**src/rtl/fetch_queue.sv**
```systemverilog
// fetch_queue: decoupling instruction queue between the fetch and decode
// stages of the pipelined MIPS core. Fetch pushes one {PC+4, instruction}
// pair per cycle, decode pops pairs under a valid/ready handshake. The
// queue drives the fetch stage's PCWrite so the PC freezes while the
// queue is full. A flush, raised on a taken branch/jump, discards every
// queued wrong-path entry.
//
// Optional feature: define FETCH_QUEUE_BYPASS_EN to let an incoming pair
// reach decode in the same cycle when the queue is empty. Left undefined,
// decode outputs come only from registered state (one-cycle latency).
//
// Ports:
//   clk                rising-edge clock
//   reset              asynchronous active-low reset
//   flush              discard all entries and the same-cycle push/pop
//   fetch_valid        fetch presents a valid pair this cycle
//   fetch_instruction  instruction from program memory
//   fetch_pc_4         PC+4 of that instruction
//   pc_write           to fetch PCWrite; PC may advance
//   decode_ready       decode accepts the head entry this cycle
//   decode_valid       head entry valid
//   decode_instruction head instruction, NOP when not valid
//   decode_pc_4        head PC+4, 0 when not valid
//   count              current occupancy, 0..DEPTH

module fetch_queue #(
   parameter int               NBits = 32,
   parameter int               DEPTH = 4,
   parameter logic [NBits-1:0] NOP   = 32'h0000_0000
) (
   input  logic                       clk,
   input  logic                       reset,
   input  logic                       flush,
   input  logic                       fetch_valid,
   input  logic [NBits-1:0]           fetch_instruction,
   input  logic [NBits-1:0]           fetch_pc_4,
   output logic                       pc_write,
   input  logic                       decode_ready,
   output logic                       decode_valid,
   output logic [NBits-1:0]           decode_instruction,
   output logic [NBits-1:0]           decode_pc_4,
   output logic [$clog2(DEPTH):0]     count
);

   localparam int PtrW = $clog2(DEPTH);
   localparam int CntW = PtrW + 1;
   localparam logic [CntW-1:0] FullCount = CntW'(DEPTH);

   logic [NBits-1:0] mem_instr [DEPTH];
   logic [NBits-1:0] mem_pc_4  [DEPTH];
   logic [PtrW-1:0]  wr_ptr;
   logic [PtrW-1:0]  rd_ptr;
   logic             full;
   logic             empty;
   logic             push;
   logic             pop;
   logic             bypass_show;
   logic             bypass_take;

   assign full  = (count == FullCount);
   assign empty = (count == '0);

`ifdef FETCH_QUEUE_BYPASS_EN
   // An empty queue forwards the incoming pair straight to decode; if
   // decode takes it in the same cycle it never occupies a slot.
   assign bypass_show = empty & fetch_valid & ~flush;
   assign bypass_take = bypass_show & decode_ready;
`else
   assign bypass_show = 1'b0;
   assign bypass_take = 1'b0;
`endif

   // Push is refused when full even if a pop happens this cycle: the
   // fetch stage sees pc_write=0 and re-presents the same PC next cycle.
   assign push = fetch_valid & ~full & ~flush & ~bypass_take;

   // Pop only counts stored entries; a bypassed pair is not in storage.
   assign pop  = decode_ready & ~empty & ~flush;

   // Flush forces pc_write high so the PC can load the branch target
   // in the flush cycle even if the queue was full.
   assign pc_write = ~full | flush;

   // Show-ahead head entry. Without bypass this depends only on
   // registered state.
   always_comb begin
      decode_valid       = 1'b0;
      decode_instruction = NOP;
      decode_pc_4        = '0;
      if (!empty) begin
         decode_valid       = 1'b1;
         decode_instruction = mem_instr[rd_ptr];
         decode_pc_4        = mem_pc_4[rd_ptr];
      end else if (bypass_show) begin
         decode_valid       = 1'b1;
         decode_instruction = fetch_instruction;
         decode_pc_4        = fetch_pc_4;
      end
   end

   // Pointers and occupancy. Flush takes priority over push and pop,
   // cancelling both. Pointers wrap naturally since DEPTH is a power
   // of two.
   always_ff @(posedge clk or negedge reset) begin
      if (!reset) begin
         wr_ptr <= '0;
         rd_ptr <= '0;
         count  <= '0;
      end else if (flush) begin
         wr_ptr <= '0;
         rd_ptr <= '0;
         count  <= '0;
      end else begin
         if (push) begin
            wr_ptr <= wr_ptr + PtrW'(1);
         end
         if (pop) begin
            rd_ptr <= rd_ptr + PtrW'(1);
         end
         count <= count + CntW'(push) - CntW'(pop);
      end
   end

   // Storage carries no reset; its contents only matter once count
   // says an entry is valid.
   always_ff @(posedge clk) begin
      if (push) begin
         mem_instr[wr_ptr] <= fetch_instruction;
         mem_pc_4[wr_ptr]  <= fetch_pc_4;
      end
   end

endmodule

```
**config.mk**
```make
export PLATFORM = sky130hd
export DESIGN_NAME = fetch_queue
export DESIGN_NICKNAME = d
export VERILOG_FILES = /design/src/rtl/fetch_queue.sv
export SDC_FILE = /design/constraint.sdc
export NUM_CORES = 1
export LEC_CHECK = 0
export CORE_ASPECT_RATIO = 0.6
export CORE_MARGIN = 1
export CORE_UTILIZATION = 30
export CTS_BUF_LIST = sky130_fd_sc_hd__clkbuf_8
export DETAILED_ROUTE_END_ITERATION = 16
export SLEW_MARGIN = 20
export SYNTH_ARGS = -nofsm -noshare
export SYNTH_HDL_FRONTEND = slang
export SYNTH_SLANG_ARGS = --single-unit
```
**constraint.sdc**
```tcl
create_clock -name clk -period 4.85 [get_ports clk]
set_clock_uncertainty 0.2 [all_clocks]
set_input_delay 0.485 -clock clk [delete_from_list [all_inputs] [get_ports clk]]
set_output_delay 0.485 -clock clk [all_outputs]
set_load 0.02 [all_outputs]
```
# --- After elaboration in Yosys (flattened, before gate mapping) ---
# Memory sizes are Yosys's and may differ from the RTL's.
# Cells that the tools add are included.
op_classes:
  add_sub_neg: 4
  n_eq_ne: 1
  mux: 10
  n_bitwise: 8
  reduce_logical: 3
ops:
  columns: ["op", "n"]
  rows:
  - ["$mux W32", 2]
  - ["$mux W2", 4]
  - ["$add A2 B1 Y2 const B", 2]
  - ["$and A1 B1 Y1", 4]
  - ["$reduce_bool A2 Y1", 2]
  - ["$add A3 B1 Y3", 1]
  - ["$eq A3 B3 Y1 const B", 1]
  - ["$logic_not A3 Y1", 1]
  - ["$mux W1", 3]
  - ["$mux W3", 1]
  - ["$not A1 Y1", 3]
  - ["$sub A3 B1 Y3", 1]
  - ["$or A1 B1 Y1", 1]
word_totals:
  ff_bits: 7
  ram_bits: 256
  input_bits: 69
  out_inout_bits: 69
  elab_cells: 31
  n_memories: 2
memory_table:
  columns: ["memory", "words", "width", "rd", "rd_clocked_by_memory_dff", "write_ports", "line", "text"]
  rows:
  - ["mem_instr", 4, 32, 1, 0, 1, "49", "logic [NBits-1:0] mem_instr [DEPTH];"]
  - ["mem_pc_4", 4, 32, 1, 0, 1, "50", "logic [NBits-1:0] mem_pc_4 [DEPTH];"]

# --- Longest topological paths before layout ---
# Gate-level depths: netlist of run 1.
depth:
  depth_word: 7
  ltp_mapped: 11
  depth_no_buf: 11

# --- Worst setup path after synthesis of run 1 ---
# No wires, ideal clock.
synth_timing:
  path_type: "reg-to-reg"
  startpoint: "register count[1]"
  endpoint: "memory mem_instr[0][0] (enable)"
  setup_time_ps: 429
  t_arrival_ps: 2608
  t_required_ps: 4221
  setup_slack_ps: 1614
  path_stages_with_launch: 4
  path_buffers: 0
  synth_period_minus_slack_ps: 3236
  path_cell_list: "dfrtp_1 nor2_1 a211oi_1 and2_1"
synth_between:
  elab_chain_len: 6
synth_lines:
  columns: ["element", "line", "text"]
  rows:
  - ["start, declared", "42", "output logic [$clog2(DEPTH):0] count"]
  - ["start signal, assigned", "120", "count <= count + CntW'(push) - CntW'(pop);"]
  - ["$eq A3 B3 Y1", "60", "assign full = (count == FullCount);"]
  - ["$not A1 Y1", "75", "assign push = fetch_valid & ~full & ~flush & ~bypass_take;"]
  - ["$and A1 B1 Y1 (2 in series)", "75", null]
  - ["$mux W1", "127", "if (push) begin"]
  - ["$mux W1 (not written as such)", "128", "mem_instr[wr_ptr] <= fetch_instruction;"]
  - ["end, declared", "49", null]
# No other way between the ends.

# --- Worst setup path in the final report of run 1 ---
layout_timing:
  startpoint: "register rd_ptr[0]"
  endpoint: "output port decode_pc_4[28]"
layout_between:
  elab_chain_len: 2
layout_lines:
  columns: ["element", "line", "text"]
  rows:
  - ["start, declared", "52", "logic [PtrW-1:0] rd_ptr;"]
  - ["start signal, assigned", "118", "rd_ptr <= rd_ptr + PtrW'(1);"]
  - ["$mem_v2 Z4 W32", null, null]
  - ["$mux W32", "90", "if (!empty) begin"]
  - ["end, declared", "41", "output logic [NBits-1:0] decode_pc_4,"]
# No other way between the ends.

==> impl_metrics.json, run 1 <==
{
  "area_delta_synth_final_pct": 26.19,
  "first_global_vias": 5450,
  "yosysMostFrequentCell": "edfxtp_1",
  "grt-ovfl-total": 0,
  "cts_resized": 0,
  "synth_cell_types": 23,
  "final-seq-area_um2": 7870,
  "seq_power_share_pct": 42.9,
  "holdCritPathClass": "input pin to flip-flop",
  "fin_nets": 694,
  "period_needed_ns": 3.779,
  "drc": 0,
  "cts_tree": "done",
  "cts_root_buf": "clkbuf_8",
  "cts_buffers": 41,
  "synth_commonest_cells": "edfxtp_1, and2_1, mux4_2, clkbuf_1",
  "maxSlewViolCount": 0,
  "yosysTopAreaCell": "edfxtp_1",
  "power_frac_comb_pct": 31.7,
  "max-slew-margin-rel_pct": 29.27,
  "worstSetupEndpointType": "output port",
  "hold_viol_final": 0,
  "critPathRequiredTime_ns": 4.16,
  "drtAntennaViolNets": 0,
  "leakage_uw": 0.004082,
  "grt_usage_pct": 12.32,
  "dpl.hpwl_mm": 11.35,
  "fillerInstances": 3030,
  "seq_area_frac_synth_pct": 77.64,
  "grt_max_degree": 66,
  "drt-initial-drc-count": 225,
  "dieWidth_um": 239.2,
  "internal_power_uw": 4530,
  "worst_slew_pin_slew_ns": 1.061,
  "multi_input_area_um2": 2123,
  "clk_pin_slew_worst_paths_ns": 0.06,
  "dieArea_um2": 34520,
  "syn_inst": 454,
  "num_io_pins": 138,
  "globalplace.congestion": 0.6812,
  "clock-sinks": 263,
  "setup_viol": 0,
  "start_util_pct": 30.88,
  "via_per_inst": 4.418,
  "power_switching_share_pct": 30.06,
  "die_h_um": 144.3,
  "routedWlPerCell_um": 18.75,
  "htree_levels": 2,
  "instances_no_fill": 1097,
  "async_flop_share_pct": 2.662,
  "synth_area_um2": 10130,
  "cp_data_arrival_time_ns": 3.09,
  "ys_seq_elements": 263,
  "start_kind": "flip-flop",
  "yosys-top-cells-area": "edfxtp_1, mux4_2, and2_1",
  "finalSetupTns_ns": 0,
  "place_inst": 1021,
  "grt_pass1_wl_mm": 31.31,
  "postCtsSetupBuffers": 0,
  "ir_worst_vdd_mv": 0.2300,
  "synth_edf_count": 256,
  "drive_gt1_share_pct": 19.35,
  "min_period_over_period_pct": 77.92,
  "synth.avg_cell_area_um2": 22.31,
  "p_sw_uw": 1947,
  "ctsLongestPathBuffers": 3,
  "crit_type": "flip-flop to output port",
  "synth_ff_type": "edfxtp_1",
  "io_buffers": 137,
  "firstDrtPassIters": 4,
  "core_um2": 32800,
  "antenna_found_initial": 1,
  "grt_setup_unrepaired": "false",
  "status": "finished, final reports clean",
  "rows": 51,
  "syn_nets": 530,
  "dr_total_vias": 4847,
  "fmax_ghz": 0.2646,
  "crit_fanout": 40,
  "worst_skew_pair.late_latency_ns": 0.54,
  "drv_cap": 0,
  "p_clk_share_pct": 25.4,
  "power.density_nw_per_um2": 506.8,
  "totalWireLength_mm": 20.57,
  "yosysTopAreaCellShare_pct": 75.91,
  "yosysWarnings": 0
}
-- layout make-up --
cell class              instances  share of cell area, %
diodes                          1                0.01958
clock buffers                  44                  4.739
clock inverters                27                 0.8518
inverters                       6                 0.1762
multi-input cells             163                  16.61
flip-flops and latches        263                  61.58
well taps                     450                  4.406
repair buffers                143                  11.61
-- placed cells by master, fill, tap and decap left out, drive strengths merged --
cell             n
nand3b           1
o311ai           1
nor2b            1
edfxtp         256
mux2i            1
mux4            64
nand2b           2
buf              5
ha               6
inv             27
xor2             3
or3              1
nor2             8
clkinvlp         1
diode            1
clkinv           5
dfrtp            7
nor3             1
clkbuf          44
clkdlybuf4s50  137
dlygate4sd3      1
a211oi           1
and2            69
o31ai            1
a21oi            1
mux2             1
fa               1
-- critical path: stages (launching register included) --
cell and delay (ns):
dfrtp_4 0.80, buf_12 0.40, mux4_2 0.58, and2_1 0.18
clkdlybuf4s50_1 0.53
-- through the flow --
| step | setup slack, ns | area [µm²] | utilization, % | total power, µW | hold slack [ns] |
|---|---|---|---|---|---|
| after floorplan | 1.614 | 10130 | - | 4008 | -0.01059 |
| after global placement | 1.493 | 11980 | 36.52 | 4899 | 0.3722 |
| after detailed placement | 1.314 | 11980 | 36.52 | 4921 | 0.3970 |
| after CTS | 0.9286 | 12700 | 38.73 | 6607 | 0.3162 |
| after global routing | 0.8484 | 12780 | 38.96 | 6823 | 0.3415 |
| final | 1.071 | 12780 | 38.96 | 6476 | 0.3691 |
-- cells by family (layout without fill, tap and decap cells) --
family                   after synthesis  in the layout  synth area share [%]
AO/OA/AOI/OAI                          4              4                0.2842
XOR/XNOR                               3              3                0.2595
adder cells (fa/ha/maj)                7              7                0.9390
buffers and inverters                 28            220                 1.507
flip-flops                           263            263                 77.64
multiplexers                          66             66                 14.44
other                                  0              1                     0
AND/OR/NAND/NOR                       83             83                 4.930
-- registers in the layout (all words and copies together), names as in the netlist --
register   flops
mem_instr    128
mem_pc_4     128
wr_ptr         2
count          3
rd_ptr         2
-- path summary, 6_finish.rpt --
| path | slack [ns] | cells past startpoint | start | end |
|---|---|---|---|---|
| setup reg to reg | 1.83 | 11 | count[1] | count[2] |
| max in group asynchronous | 3.59 | 2 | reset | rd_ptr[0] |
| hold / removal | 0.37 | 1 | fetch_pc_4[27] | mem_pc_4[3][27] |
| hold reg to reg | 0.40 | 2 | wr_ptr[1] | wr_ptr[1] |
| min in group asynchronous | 0.55 | 2 | reset | count[0] |
| setup / recovery | 1.07 | 4 | rd_ptr[0] | decode_pc_4[28] |
-- what timing repair did --
action                     in CTS  in global routing
hold buffers                    1                  0
hold endpoints to repair        7                  0
setup endpoints to repair       0                  0
-- power by group through the flow --
stage | clock [µW] | sequential (µW) | combinational (µW)
finish | 1640 | 2780 | 2050
detailed placement | 0 | 2840 | 2080
floorplan | 0 | 2740 | 1270
global route | 1810 | 2810 | 2200
CTS | 1720 | 2800 | 2090
global placement | 0 | 2830 | 2070
-- per-layer routing --
layer / vias up / wire length [µm] / track usage [%]
met4: 0 / 462 / 4.352
met1: 2502 / 9314 / 16.42
met5: - / 0 / 0
met2: 131 / 9677 / 19.43
met3: 44 / 1119 / 3.359
li1: 2170 / - / -
(Power assumes the default switching activity.)
==> run 2, diff against run 1 <==
==> constraint.sdc (replaced) <==
create_clock -name clk -period 3.1 [get_ports clk]
set_clock_uncertainty 0.2 [all_clocks]
set_input_delay 0.31 -clock clk [delete_from_list [all_inputs] [get_ports clk]]
set_output_delay 0.31 -clock clk [all_outputs]
set_load 0.02 [all_outputs]
==> run 2 against run 1 <==
Die area is the same; utilization rose by 1.0 points; worst setup slack got worse by 0.96 ns; critical path depth stayed put; power up 58%; non-clock buffer count increased by 19; via count increased by 2.9%.
==> impl_metrics.json, run 2 (synthesis gave the netlist of run 1 again) <==
{
  "max-slew-margin-rel_pct": 70.69,
  "htree_levels": 2,
  "place_ws_ns": 0.1750,
  "grt_setup_unrepaired": "false",
  "worstSetupEndpointType": "output port",
  "multi_input_area_um2": 2123,
  "ctsLongestPathBuffers": 3,
  "via_per_inst": 4.460,
  "maxSlewViolCount": 0,
  "instances_no_fill": 1118,
  "crit_fanout": 13,
  "met3WireLength_mm": 1.280,
  "clock-sinks": 263,
  "final-seq-area_um2": 7871,
  "io_buffers": 137,
  "wl_met1_mm": 9.814,
  "period_needed_ns": 2.993,
  "drv_cap": 0,
  "cp_data_arrival_time_ns": 2.48,
  "die_h_um": 144.3,
  "holdCritPathClass": "input pin to flip-flop",
  "leakage_uw": 0.004718,
  "setup_viol": 0,
  "drt-initial-drc-count": 235,
  "cts_root_buf": "clkbuf_8",
  "totalWireLength_mm": 21.38,
  "layout_common_cells": "edfxtp_1, clkdlybuf4s50_1, and2_1, mux4_2, clkbuf_8",
  "rows": 51,
  "clk_pin_slew_worst_paths_ns": 0.07,
  "crit_type": "flip-flop to output port",
  "grt_pass1_wl_mm": 32.44,
  "start_util_pct": 30.88,
  "power.density_nw_per_um2": 780.3,
  "dpl.hpwl_mm": 13.29,
  "worst_skew_pair.late_latency_ns": 0.54,
  "dr_total_vias": 4986,
  "min_period_over_period_pct": 96.53,
  "grt_usage_pct": 12.77,
  "final_common_cell": "edfxtp_1",
  "drive_gt1_share_pct": 22.64,
  "core_um2": 32800,
  "first_global_vias": 5573,
  "reg.largest.list": "mem_instr x128, mem_pc_4 x128, count x3",
  "num_io_pins": 138,
  "hold_viol_final": 0,
  "place_inst": 1040,
  "fmax_ghz": 0.3342,
  "wl_met2_mm": 9.933,
  "cts_tree": "done",
  "drtAntennaViolNets": 0,
  "ir_worst_vdd_mv": 0.4234,
  "routedWlPerCell_um": 19.12,
  "antenna_found_initial": 1,
  "globalplace.congestion": 0.7752,
  "fin_util_pct": 39.97,
  "dieArea_um2": 34520,
  "drc": 0,
  "worst_slew_pin_slew_ns": 0.4342,
  "status": "finished, final reports clean",
  "routed.top_layer": "met4",
  "firstDrtPassIters": 4,
  "critPathRequiredTime_ns": 2.59,
  "grt_max_degree": 43,
  "dieWidth_um": 239.2,
  "finalSetupTns_ns": 0,
  "fin_ws_ns": 0.1074,
  "start_kind": "flip-flop",
  "cts_buffers": 41,
  "fin_nets": 713,
  "area_delta_synth_final_pct": 29.45,
  "fillerInstances": 2963,
  "grt-ovfl-total": 0
}
run 2: cell count changes in the layout (fill, tap and decap cells not counted), sizes merged:
cell	previous run	this run
clkdlybuf4s50	137	76
dlygate4sd2	0	36
bufinv	0	1
dlymetal6s2s	0	25
clkinv	5	12
clkbuf	44	46
buf	5	24
inv	27	19
run 2: through the flow:
step           total power, µW  cell area (µm²)  hold WS (ns)
4_1_cts                  10440            13010        0.1561
6_report                 10230            13110        0.2098
5_1_grt                  10780            13110        0.1714
3_5_place_dp              7807            12260        0.4035
3_3_place_gp              7767            12260        0.3674
2_1_floorplan             6265            10130       -0.1856
run 2: what timing repair did:
| item | CTS | global route |
|---|---|---|
| hold buffers | 1 | 0 |
| pin swaps | 0 | 0 |
| gates resized for setup | 39 | 28 |
| endpoints found under the hold margin | 7 | 0 |
| buffers inserted | 0 | 3 |
| endpoints found under the setup margin | 64 | 28 |
run 2: critical path, stage by stage (launching register included):
cell	delay, ns
dfrtp_4	0.49
buf_8	0.20
mux4_2	0.53
and2_1	0.17
clkdlybuf4s50_1	0.53
run 2: area by class of cell:
cell class	count	area share, %
sequential	263	60.04
clock inverter	27	1.059
timing repair buffer	162	13.39
tap	450	4.295
antenna	1	0.01909
clock buffer	46	4.829
multi-input combinational	163	16.20
inverter	6	0.1718
run 2: power by group:
part / switching (µW) / internal (µW)
Combinational: 1710 / 1550
Clock: 1300 / 1440
Sequential: 93.1 / 4140
run 2: final timing paths:
check / startpoint / to / slack, ns / depth (start not counted)
worst max-delay path: rd_ptr[0] / decode_pc_4[30] / 0.11 / 4
worst max register to register: count[0] / count[2] / 0.34 / 11
min in group asynchronous: reset / count[0] / 0.40 / 2
worst min register to register: wr_ptr[1] / wr_ptr[1] / 0.42 / 2
max in group asynchronous: reset / rd_ptr[1] / 1.98 / 2
worst min-delay path: fetch_instruction[17] / mem_instr[3][17] / 0.21 / 1
run 2: per-layer routing:
layer / track usage [%] / vias to the layer above
met5: 0 / -
li1: - / 2204
met3: 3.722 / 35
met4: 4.184 / 0
met1: 17.05 / 2611
met2: 20.06 / 136
